--- src/rtl/muldiv_pkg.sv ---
// Shared definitions for the iterative RV32M multiply/divide unit.
package muldiv_pkg;

    localparam int XLEN = 32;

    localparam logic [2:0] F3_MUL    = 3'b000;
    localparam logic [2:0] F3_MULH   = 3'b001;
    localparam logic [2:0] F3_MULHSU = 3'b010;
    localparam logic [2:0] F3_MULHU  = 3'b011;
    localparam logic [2:0] F3_DIV    = 3'b100;
    localparam logic [2:0] F3_DIVU   = 3'b101;
    localparam logic [2:0] F3_REM    = 3'b110;
    localparam logic [2:0] F3_REMU   = 3'b111;

    typedef enum logic [1:0] {
        IDLE,
        CALC,
        FIX,
        DONE
    } muldiv_state_t;

    localparam logic [XLEN-1:0] DIV0_Q  = 32'hFFFF_FFFF;
    localparam logic [XLEN-1:0] INT_MIN = 32'h8000_0000;

    // Divide group is funct3[2]=1.
    function automatic logic is_div_op(input logic [2:0] f3);
        return f3[2];
    endfunction

endpackage

--- src/rtl/muldiv_special.sv ---
// Operand preparation at capture: signs, magnitudes and divide special cases.
module muldiv_special
    import muldiv_pkg::*;
(
    input  logic [2:0]      funct3,
    input  logic [XLEN-1:0] op_a,
    input  logic [XLEN-1:0] op_b,
    output logic            div_by_zero,
    output logic            div_overflow,
    output logic            neg_a,
    output logic            neg_b,
    output logic [XLEN-1:0] mag_a,
    output logic [XLEN-1:0] mag_b
);

    logic signed_a;
    logic signed_b;

    // Signedness per opcode; 0x80000000 negates to itself, which reads
    // correctly as the unsigned magnitude 2^31.
    always_comb begin
        signed_a = (funct3 == F3_MUL) || (funct3 == F3_MULH) || (funct3 == F3_MULHSU) ||
                   (funct3 == F3_DIV) || (funct3 == F3_REM);
        signed_b = (funct3 == F3_MUL) || (funct3 == F3_MULH) ||
                   (funct3 == F3_DIV) || (funct3 == F3_REM);
        neg_a    = signed_a && op_a[XLEN-1];
        neg_b    = signed_b && op_b[XLEN-1];
        mag_a    = neg_a ? -op_a : op_a;
        mag_b    = neg_b ? -op_b : op_b;
        div_by_zero  = is_div_op(funct3) && (op_b == '0);
        div_overflow = ((funct3 == F3_DIV) || (funct3 == F3_REM)) &&
                       (op_a == INT_MIN) && (op_b == '1);
    end

endmodule

--- src/rtl/muldiv_unit.sv ---
// Iterative RV32M multiply/divide: 32 shift-add / restoring-divide steps on
// magnitudes, then one sign-fix cycle; fixed 34-cycle latency.
module muldiv_unit
    import muldiv_pkg::*;
(
    input  logic            clk,
    input  logic            rst_n,
    input  logic            start,
    input  logic [2:0]      funct3,
    input  logic [XLEN-1:0] op_a,
    input  logic [XLEN-1:0] op_b,
    output logic            busy,
    output logic            done,
    output logic [XLEN-1:0] result
);

    muldiv_state_t state, state_nxt;

    logic [4:0]        cnt;
    logic [2*XLEN-1:0] acc;
    logic [XLEN-1:0]   b_mag_q;
    logic [XLEN-1:0]   a_raw_q;
    logic [2:0]        op_q;
    logic              neg_a_q, neg_b_q, dbz_q, ovf_q;

    logic              sp_dbz, sp_ovf, sp_neg_a, sp_neg_b;
    logic [XLEN-1:0]   sp_mag_a, sp_mag_b;

    logic              accept;
    logic [XLEN:0]     add_sum;
    logic [2*XLEN-1:0] mul_step;
    logic              div_ge;
    logic [XLEN-1:0]   div_diff;
    logic [2*XLEN-1:0] div_step;
    logic [2*XLEN-1:0] prod;
    logic [XLEN-1:0]   quo, rem, fix_val;

    muldiv_special u_special (
        .funct3       (funct3),
        .op_a         (op_a),
        .op_b         (op_b),
        .div_by_zero  (sp_dbz),
        .div_overflow (sp_ovf),
        .neg_a        (sp_neg_a),
        .neg_b        (sp_neg_b),
        .mag_a        (sp_mag_a),
        .mag_b        (sp_mag_b)
    );

    assign accept = start && ((state == IDLE) || (state == DONE));

    // Next-state logic.
    always_comb begin
        state_nxt = state;
        case (state)
            IDLE:    if (start) state_nxt = CALC;
            CALC:    if (cnt == 5'd31) state_nxt = FIX;
            FIX:     state_nxt = DONE;
            DONE:    state_nxt = start ? CALC : IDLE;
            default: state_nxt = IDLE;
        endcase
    end

    // State register.
    always_ff @(posedge clk) begin
        if (!rst_n) state <= IDLE;
        else        state <= state_nxt;
    end

    // busy/done registered from the next state so both are clean flop outputs.
    always_ff @(posedge clk) begin
        if (!rst_n) begin
            busy <= 1'b0;
            done <= 1'b0;
        end else begin
            busy <= (state_nxt == CALC) || (state_nxt == FIX);
            done <= (state_nxt == DONE);
        end
    end

    // One iteration step: acc holds {high, low} for multiply and {rem, quo}
    // for divide; the 33-bit compare covers the bit shifted out of rem.
    always_comb begin
        add_sum  = {1'b0, acc[2*XLEN-1:XLEN]} + {1'b0, b_mag_q};
        mul_step = acc[0] ? {add_sum, acc[XLEN-1:1]} : {1'b0, acc[2*XLEN-1:1]};
        div_ge   = acc[2*XLEN-1:XLEN-1] >= {1'b0, b_mag_q};
        div_diff = acc[2*XLEN-2:XLEN-1] - b_mag_q;
        div_step = div_ge ? {div_diff, acc[XLEN-2:0], 1'b1} : {acc[2*XLEN-2:0], 1'b0};
    end

    // Sign correction and special-case override applied in FIX.
    always_comb begin
        prod = (neg_a_q ^ neg_b_q) ? -acc : acc;
        quo  = (neg_a_q ^ neg_b_q) ? -acc[XLEN-1:0] : acc[XLEN-1:0];
        rem  = neg_a_q ? -acc[2*XLEN-1:XLEN] : acc[2*XLEN-1:XLEN];
        fix_val = '0;
        case (op_q)
            F3_MUL:                      fix_val = prod[XLEN-1:0];
            F3_MULH, F3_MULHSU, F3_MULHU: fix_val = prod[2*XLEN-1:XLEN];
            F3_DIV, F3_DIVU:             fix_val = dbz_q ? DIV0_Q  : (ovf_q ? INT_MIN : quo);
            default:                     fix_val = dbz_q ? a_raw_q : (ovf_q ? '0 : rem);
        endcase
    end

    // Capture, iterate, and write result only on the FIX-to-DONE edge.
    always_ff @(posedge clk) begin
        if (!rst_n) begin
            cnt     <= '0;
            acc     <= '0;
            b_mag_q <= '0;
            a_raw_q <= '0;
            op_q    <= '0;
            neg_a_q <= 1'b0;
            neg_b_q <= 1'b0;
            dbz_q   <= 1'b0;
            ovf_q   <= 1'b0;
            result  <= '0;
        end else if (accept) begin
            cnt     <= '0;
            acc     <= {{XLEN{1'b0}}, sp_mag_a};
            b_mag_q <= sp_mag_b;
            a_raw_q <= op_a;
            op_q    <= funct3;
            neg_a_q <= sp_neg_a;
            neg_b_q <= sp_neg_b;
            dbz_q   <= sp_dbz;
            ovf_q   <= sp_ovf;
        end else if (state == CALC) begin
            cnt <= cnt + 5'd1;
            acc <= is_div_op(op_q) ? div_step : mul_step;
        end else if (state == FIX) begin
            result <= fix_val;
        end
    end

endmodule

--- config.mk ---
export PLATFORM = sky130hd
export DESIGN_NAME = muldiv_unit
export DESIGN_NICKNAME = d
export VERILOG_FILES = /design/src/rtl/muldiv_pkg.sv /design/src/rtl/muldiv_special.sv /design/src/rtl/muldiv_unit.sv
export SDC_FILE = /design/constraint.sdc
export NUM_CORES = 1
export LEC_CHECK = 0
export BUFFER_PORTS_ARGS = -buffer_cell sky130_fd_sc_hd__buf_4
export CAP_MARGIN = 20
export CORE_MARGIN = 2
export CORE_UTILIZATION = 38
export CTS_CLUSTER_SIZE = 30
export DETAILED_ROUTE_END_ITERATION = 10
export GPL_ROUTABILITY_DRIVEN = 0
export GPL_TIMING_DRIVEN = 0
export PLACE_DENSITY = 0.55
export SYNTH_ARGS = -nofsm -noshare
export SYNTH_HDL_FRONTEND = slang
export SYNTH_SLANG_ARGS = --single-unit
--- constraint.sdc ---
create_clock -name clk -period 5.5 [get_ports clk]
set_input_delay 0.55 -clock clk [delete_from_list [all_inputs] [get_ports clk]]
set_output_delay 0.55 -clock clk [all_outputs]
set_load 0.05 [all_outputs]
==> results of run 1 <==
## routing by layer
metal	vias to the layer above	share of wire (%)	GRT usage, %
li1	8027	-	-
met1	8417	42	42.99
met2	991	41	47.04
met3	173	12	11.03
met4	4	4.0	12.89
met5	-	0.045	0
## report_power, final
part | leakage, uW | switching (uW) | internal [uW] | total (uW)
Sequential | 0.00144 | 126 | 1370 | 1500
Clock | 0.000290 | 641 | 680 | 1320
Combinational | 0.00564 | 1350 | 715 | 2070
Total | 0.00737 | 2120 | 2770 | 4880
## kinds of logic (layout without fill, tap and decap cells)
family	Yosys count	in the layout	synth area share, %
compound gates	712	712	30.93
simple gates	683	683	20.61
buf+inv	242	376	5.922
xor+xnor	187	187	10.36
flops	176	176	22.30
fa+ha+maj	78	78	6.271
mux	56	56	3.610
## final cells by class
type / count / area, um^2 / share of cell area [%]
flip-flops and latches: 176 / 3523 / 19.75
repair buffers: 102 / 765.7 / 4.292
well taps: 532 / 665.6 / 3.731
multi-input cells: 1716 / 11340 / 63.58
plain buffers: 168 / 658.1 / 3.689
clock buffers: 20 / 466.7 / 2.616
inverters: 74 / 277.8 / 1.557
clock inverters: 12 / 140.1 / 0.7855
## worst paths after layout
path                      startpoint                 endpoint  slack [ns]  cells past startpoint
max             acc[51]$_SDFFE_PP0P_     acc[62]$_SDFFE_PP0P_        1.53                     11
min                         op_a[23]     acc[23]$_SDFFE_PN0P_        0.28                      2
max reg2reg     acc[51]$_SDFFE_PP0P_     acc[62]$_SDFFE_PP0P_        1.53                     11
min reg2reg  result[13]$_SDFFE_PN0P_  result[13]$_SDFFE_PN0P_        0.47                      2
## synth_stat cells (10+ instances only)
master,number
a211oi_1,36
a21boi_0,44
a21o_1,28
a21oi_1,161
a221oi_1,29
a22oi_1,15
a31oi_1,18
a32o_1,10
and2_1,20
and3_1,17
buf_1,11
clkbuf_1,147
dfxtp_1,176
ha_1,76
inv_1,73
mux2i_1,48
nand2_1,299
nand2b_1,16
nand3_1,42
nand4_1,21
nor2_1,124
nor2b_1,17
nor3_1,48
nor4_1,24
o211a_1,44
o211ai_1,19
o21a_1,17
o21ai_0,145
o21bai_1,11
o221ai_1,15
o311a_1,10
o31ai_1,31
o41ai_1,11
or4_1,12
xnor2_1,111
xor2_1,76
## worst max-delay path: cells and delay by family (launching register included)
| kind | cells | cell delay [ns] |
|---|---|---|
| adder cells (fa/ha/maj) | 1 | 0.23 |
| flip-flops | 1 | 0.72 |
| AND/OR/NAND/NOR | 2 | 1.06 |
| AO/OA/AOI/OAI | 6 | 1.38 |
| buffers and inverters | 2 | 0.50 |
## per-stage QoR
stage	total power (uW)	setup slack, ns	std cells	instance area (um^2)
after floorplan	2832	2.504	2134	15800
after global placement	3479	1.734	2768	17230
after detailed placement	3495	1.720	2768	17230
after CTS	4802	1.700	2800	17840
after global routing	5089	1.462	2800	17840
final	4883	1.530	2800	17840
## sequential cells by signal, indices dropped and copies added, names as in the netlist
| name | count |
|---|---|
| result | 32 |
| busy | 1 |
| dbz_q | 1 |
| ovf_q | 1 |
| neg_b_q | 1 |
| state | 2 |
| done | 1 |
| acc | 64 |
| a_raw_q | 32 |
| op_q | 3 |
| cnt | 5 |
| b_mag_q | 32 |
| neg_a_q | 1 |
## cells in the final DEF (no fill, tap or decap), types with 42 or more instances in the layout
cell and count:
mux2i_1 48, ha_1 76, nor2_1 124, o211a_1 44, a21boi_0 44, o21ai_0 145, xnor2_1 111, nor3_1 48
nand2_1 299, buf_4 103, nand3_1 42, dfxtp_1 176, xor2_1 76, inv_1 73, a21oi_1 161, clkbuf_1 147
==> summary.md, run 1 <==
| Metric | Value |
|---|---|
| Routed WL | slightly above 70 mm |
| Synthesized flop and latch total | 176 |
| TritonCTS clock tree | done |
| Fin Hold WS | 0.2790 ns |
| Status | completed |
| Initial core utilization | approximately two fifths |
| DR WL/cell | around 25 um |
| Largest net degree at the start of global routing | 18 |
| Fin nets | 2,403 |
| Share of the synthesized area in the top cell type | 22.30% |
| Antenna viol nets, final | 0 |
| Share of cells above drive strength 1 | 8.069% |
| Iteration-0 DRC Markers | between 2,000 and 2,500 |
| DR DRC count | 0 |
| Drt via density | between 6 and 7 |
| Power density over the cells | around 270 nW/um^2 |
| Worst EP arrival | ~4.4 ns |
| Number of global-route vias before repair | around 16,000 |
| Congestion Overflow GR | 0 |
| Core ar. | 40,920 um^2 |
| Clk_lat worst skew | 0.49 ns |
| Maximum VDD drop | ~0.00023 V |
| Worst slew pin tran | around 1.1 ns |
| Setup crit start kind | flop |
| Filler cell count | between 4,000 and 5,000 |
| PostCTS Resize Cnt | 0 |
| Die ar. | approximately 43,000 um^2 |
| WS Path Type | flop to flop |
| DRT Pass-1 Iters | 6 |
| Vias post-DR | ~18,000 |
| # Post-CTS Setup Buffers | 0 |
| Final Critical Period | around 4.0 ns |
| CP peak stage delay | between 0.7 and 0.8 ns |
| Final Cycle Share | a little over 70% |
| Clk slew on worst S/H paths | ~0.080 ns |
| RSZ-0062 raised after global routing | no |
| Endpoints failing hold | 0 |
| Library cells used by synthesis | 86 |
| Async S/R FF share, synth | 0% |
| Area delta synth->final | 12.90% |
| Ys flop type | dfxtp_1 |
| Crit. End Element | flop |
| Required @ worst endpoint | 5.92 ns |
| Post-synthesis net count | about 2,300 |
| CP max-delay cell | nor4_1 |
| Cts bufs inserted | 17 |
| Final setup violating endpoints | 0 |
| Fmax | ~250 MHz |
| Post-synth EDFFs | 0 |
| Maximum net fanout on the critical path | 10 |
| Clock sink count | 176 |
| Inserted Diodes | 0 |
| Final core occ | a little over two fifths |
| Ranking of synthesized cells by area | dfxtp_1 22%, nand2_1 7.1%, xnor2_1 6.2%, ha_1 6.0%, a21oi_1 5.1% |
| Yosys top cell by area | dfxtp_1 |
| CP cell instances | ha_1 -> clkbuf_1 -> nand4_1 -> nor4_1 -> a31oi_1 -> a31oi_1 -> o31ai_4 -> buf_4 -> o21bai_1 -> a211o_1 -> a22oi_1 |
| First-pass GRT wire length | roughly 110 mm |
| Seq/Total Area, Yosys | 22.30% |
| Synth Instances | 2,134 |
| Hpwl dp | between 50 and 60 mm |
| Worst Hold Class | input port to flop |
| Max-cap violation count | 0 |
| Final Skew | about 0.018 ns |
| Mapped cell area | 15,800 um^2 |
| Initial antenna violation count | 3 |
| Post-CTS Hold Buffers | 0 |
| Syn Area/Cell | 7.405 um^2 |
| Most used cell, CP | a31oi_1 |
| Die Width | roughly 210 um |
| Site row count | 74 |
| Headroom to the max-slew limit | between 20% and 30% |
| Total track usage | roughly a third |
| I/O Pins | ~100 |
| Fin. max-slew vios | 0 |
| Root buf cell | clkbuf_16 |
| Ys Warns | 0 |
| IO Port Bufs | slightly above 100 |
| Die H | around 210 um |
| CTS Buffer Depth | 2 |
| P_leak | 0.007368 uW |
| Htree depth | 4 |
| Setup TNS | 0 ns |
No activity file was read; power rests on OpenSTA's default activity.
==> run 2, diff against run 1 <==
--- a/config.mk
+++ b/config.mk
@@ -5,6 +5,7 @@
 export SDC_FILE = /design/constraint.sdc
 export NUM_CORES = 1
 export LEC_CHECK = 0
+export ABC_AREA = 1
 export BUFFER_PORTS_ARGS = -buffer_cell sky130_fd_sc_hd__buf_4
 export CAP_MARGIN = 20
 export CORE_MARGIN = 2
@@ -13,7 +14,7 @@
 export DETAILED_ROUTE_END_ITERATION = 10
 export GPL_ROUTABILITY_DRIVEN = 0
 export GPL_TIMING_DRIVEN = 0
-export PLACE_DENSITY = 0.55
+export PLACE_DENSITY = 0.57
 export SYNTH_ARGS = -nofsm -noshare
 export SYNTH_HDL_FRONTEND = slang
 export SYNTH_SLANG_ARGS = --single-unit
==> constraint.sdc (replaced) <==
create_clock -name clk -period 3.6 [get_ports clk]
set_input_delay 0.36 -clock clk [delete_from_list [all_inputs] [get_ports clk]]
set_output_delay 0.36 -clock clk [all_outputs]
set_load 0.05 [all_outputs]
==> summary.md, run 2 <==
| Metric | Value |
|---|---|
| Status | complete, but fails checks (was completed) |
| Failing checks | design-rule violations |
| Syn Area/Cell | 5.518 um^2 (was 7.405 um^2) |
| Most common cell after layout, fill and taps aside | nand2_1 (unchanged) |
| DR DRC count | 3 (was 0) |
| Yosys top cell by area | nand2_1 (was dfxtp_1) |
| Congestion Overflow GR | 0 (unchanged) |
| TritonCTS clock tree | done (unchanged) |
| Die ar. | 49,110 um^2 (was 43,230 um^2) |
| Power density over the cells | 1047 nW/um^2 (was 273.7 nW/um^2) |
| Number of global-route vias before repair | 21,282 (was 16,448) |
| Vias post-DR | 23,304 (was 17,612) |
| Ys Warns | 0 (unchanged) |
| Max reg flops | 64 (unchanged) |
| Async S/R FF share, synth | 0% (unchanged) |
| Seq/Total Area, Yosys | 19.58% (was 22.30%) |
| Ranking of synthesized cells by area | nand2_1 20%, dfxtp_1 20%, inv_1 8.8%, nand3_1 8.5%, a21oi_1 8.3% (was dfxtp_1 22%, nand2_1 7.1%, xnor2_1 6.2%, ha_1 6.0%, a21oi_1 5.1%) |
| Layout Cells excl Fill | 4,002 (was 2,800) |
| DR WL/cell | 22.03 um (was 25.31 um) |
| Routed WL | 88.16 mm (was 70.88 mm) |
| Post-synth EDFFs | 0 (unchanged) |
| Inserted Diodes | 0 (unchanged) |
| Ys flop type | dfxtp_1 (unchanged) |
| Headroom to the max-slew limit | 27.29% (was 24.09%) |
| CP peak stage delay | 0.75 ns (was 0.77 ns) |
| Count leader, synth | nand2_1 (unchanged) |
| Most used cell, CP | inv_1 (was a31oi_1) |
| Drt via density | 5.823 (was 6.290) |
| Site row count | 79 (was 74) |
| DP Worst Slack | 0.2968 ns (was 1.720 ns) |
| Setup crit start kind | flop (unchanged) |
| P_leak | 0.009972 uW (was 0.007368 uW) |
| Final Skew | 0.02742 ns (was 0.01783 ns) |
| Maximum net fanout on the critical path | 10 (unchanged) |
| Fmax | 280.4 MHz (was 251.9 MHz) |
| Synth top cells by count | 961 x nand2_1, 421 x inv_1, 379 x nor2_1 (was 299 x nand2_1, 176 x dfxtp_1, 161 x a21oi_1) |
| Largest net degree at the start of global routing | 18 (unchanged) |
| Antenna viol nets, final | 0 (unchanged) |
| Hpwl dp | 72.27 mm (was 55.71 mm) |
| Mapped cell area | 17,990 um^2 (was 15,800 um^2) |
| Share of cells above drive strength 1 | 7.482% (was 8.069%) |
| Required @ worst endpoint | 4.03 ns (was 5.92 ns) |
| Initial antenna violation count | 3 (unchanged) |
| Critical path buffers and inverters | 6 (was 2) |
| Final setup violating endpoints | 0 (unchanged) |
| Area delta synth->final | 11.62% (was 12.90%) |
| Total track usage | 35.06% (was 32.12%) |
| CTS Buffer Depth | 2 (unchanged) |
| DRT Pass-1 Iters | 11 (was 6) |
| RSZ-0062 raised after global routing | no (unchanged) |
| I/O Pins | 104 (unchanged) |
| Core ar. | 46,650 um^2 (was 40,920 um^2) |
| Synth Instances | 3,261 (was 2,134) |
| Worst slew pin tran | 1.087 ns (was 1.139 ns) |
| Iteration-0 DRC Markers | 3,226 (was 2,027) |
| Final Cycle Share | 99.07% (was 72.19%) |
| CP top delay family | buffers and inverters (was compound AO/OA/AOI/OAI gates) |
| WS Path Type | flop to flop (unchanged) |
| Htree depth | 4 (unchanged) |
| First-pass GRT wire length | 130.9 mm (was 105.4 mm) |
| Synthesized flop and latch total | 176 (unchanged) |
| Die H | 221.6 um (was 207.9 um) |
| Top reg by flops | acc (unchanged) |
| Fin nets | 3,530 (was 2,403) |
| Worst Hold Class | input port to flop (unchanged) |
| Clock sink count | 176 (unchanged) |
| Clk_lat worst skew | 0.50 ns (was 0.49 ns) |
| Most frequent cells in the layout | 961 x nand2_1, 421 x inv_1, 379 x nor2_1 (was 299 x nand2_1, 176 x dfxtp_1, 161 x a21oi_1) |
| Die Width | 221.6 um (was 207.9 um) |
| Crit. End Element | flop (unchanged) |
| Final Critical Period | 3.567 ns (was 3.970 ns) |
| Endpoints failing hold | 0 (unchanged) |
| CP cell instances | inv_1 -> ha_1 -> or2_1 -> buf_4 -> inv_2 -> nor2_1 -> clkinv_1 -> clkbuf_1 -> a21oi_1 -> nand2_1 -> inv_1 (was ha_1 -> clkbuf_1 -> nand4_1 -> nor4_1 -> a31oi_1 -> a31oi_1 -> o31ai_4 -> buf_4 -> o21bai_1 -> a211o_1 -> a22oi_1) |
| Post-synthesis net count | 3,409 (was 2,282) |
| IO Port Bufs | 103 (was 102) |
| PostCTS Resize Cnt | 0 (unchanged) |
| Max-cap violation count | 0 (unchanged) |
| Clk slew on worst S/H paths | 0.08 ns (about the same) |
| Library cells used by synthesis | 58 (was 86) |
| Root buf cell | clkbuf_16 (unchanged) |
| CP max-delay cell | clkinv_1 (was nor4_1) |
| Initial core utilization | 38.57% (was 38.61%) |
| Fin. max-slew vios | 0 (unchanged) |
| Maximum VDD drop | 0.0004416 V (was 0.0002309 V) |
| Cells after DPL | 3,971 (was 2,768) |
| Worst EP arrival | 3.99 ns (was 4.39 ns) |
| Setup ws final | 0.03347 ns (was 1.530 ns) |
| Share of the synthesized area in the top cell type | 20.05% (was 22.30%) |
| Setup TNS | 0 ns (unchanged) |
| Cts bufs inserted | 17 (unchanged) |
==> run 2: worst paths after layout <==
kind	start	endpoint	slack, ns	cells past startpoint
worst min register to register	result[5]$_SDFFE_PN0P_	result[5]$_SDFFE_PN0P_	0.47	2
worst max-delay path	state[1]$_SDFF_PN0_	acc[56]$_SDFFE_PP0P_	0.03	11
worst min-delay path	op_a[3]	acc[3]$_SDFFE_PN0P_	0.1	2
worst max register to register	state[1]$_SDFF_PN0_	acc[56]$_SDFFE_PP0P_	0.03	11
==> run 2: routing by layer <==
layer | wire length (um) | up-vias | track usage (%)
li1 | - | 10843 | -
met5 | 38 | - | 0
met4 | 4241 | 6 | 15.63
met3 | 12140 | 287 | 10.56
met2 | 35020 | 1537 | 50.70
met1 | 36720 | 10631 | 47.69
==> run 2: layout make-up <==
type	instances	area, um^2
sequential	176	3523
fill	5257	26570
timing repair buffer	103	773.2
clock buffer	18	439.2
multi-input combinational	2540	12320
buffer	112	510.5
clock inverter	14	122.6
inverter	432	1632
tap	607	759.5
==> run 2: power breakdown <==
part | total [uW] | internal, uW | leakage, uW | switching (uW)
logic | 15400 | 4450 | 0.00825 | 11000
clock network | 1900 | 927 | 0.000275 | 976
registers | 3710 | 2540 | 0.00144 | 1180
==> run 2: logic make-up (layout without fill, tap and decap cells) <==
logic type                 Yosys count  in the layout  share of synthesized area (%)
AOI/OAI and AO/OA                  614            614                          18.52
xor gates and xnor gates            36             36                          1.752
adders and majority gates           78             78                          5.507
buffers and inverters              545            679                          11.93
DFF                                176            176                          19.58
and+or+nand+nor                   1812           1812                          42.72
==> run 2: worst register-to-register path: stages, from the launching register on <==
cell and delay [ns]:
dfxtp_1 0.40, inv_1 0.10, ha_1 0.27, or2_1 0.09, buf_4 0.18, inv_2 0.05
nor2_1 0.70, clkinv_1 0.76, clkbuf_1 0.55, a21oi_1 0.29, nand2_1 0.07, inv_1 0.05
==> run 2: through the flow <==
step | power (uW) | instance area, um^2 | hold slack, ns | util (%)
after detailed placement | 18430 | 19530 | 0.4599 | 41.85
after CTS | 20370 | 20090 | 0.09477 | 43.06
after floorplan | 13410 | 17990 | 0.4428 | -
final | 21030 | 20080 | 0.09607 | 43.05
after global placement | 18340 | 19530 | 0.4553 | 41.85
after global routing | 22370 | 20080 | 0.1139 | 43.05
==> run 2: what timing repair did <==
item / 4_1_cts / 5_1_grt
endpoints found under the setup margin: 0 / 1
buffers inserted: 0 / 0
hold buffers: 0 / 0
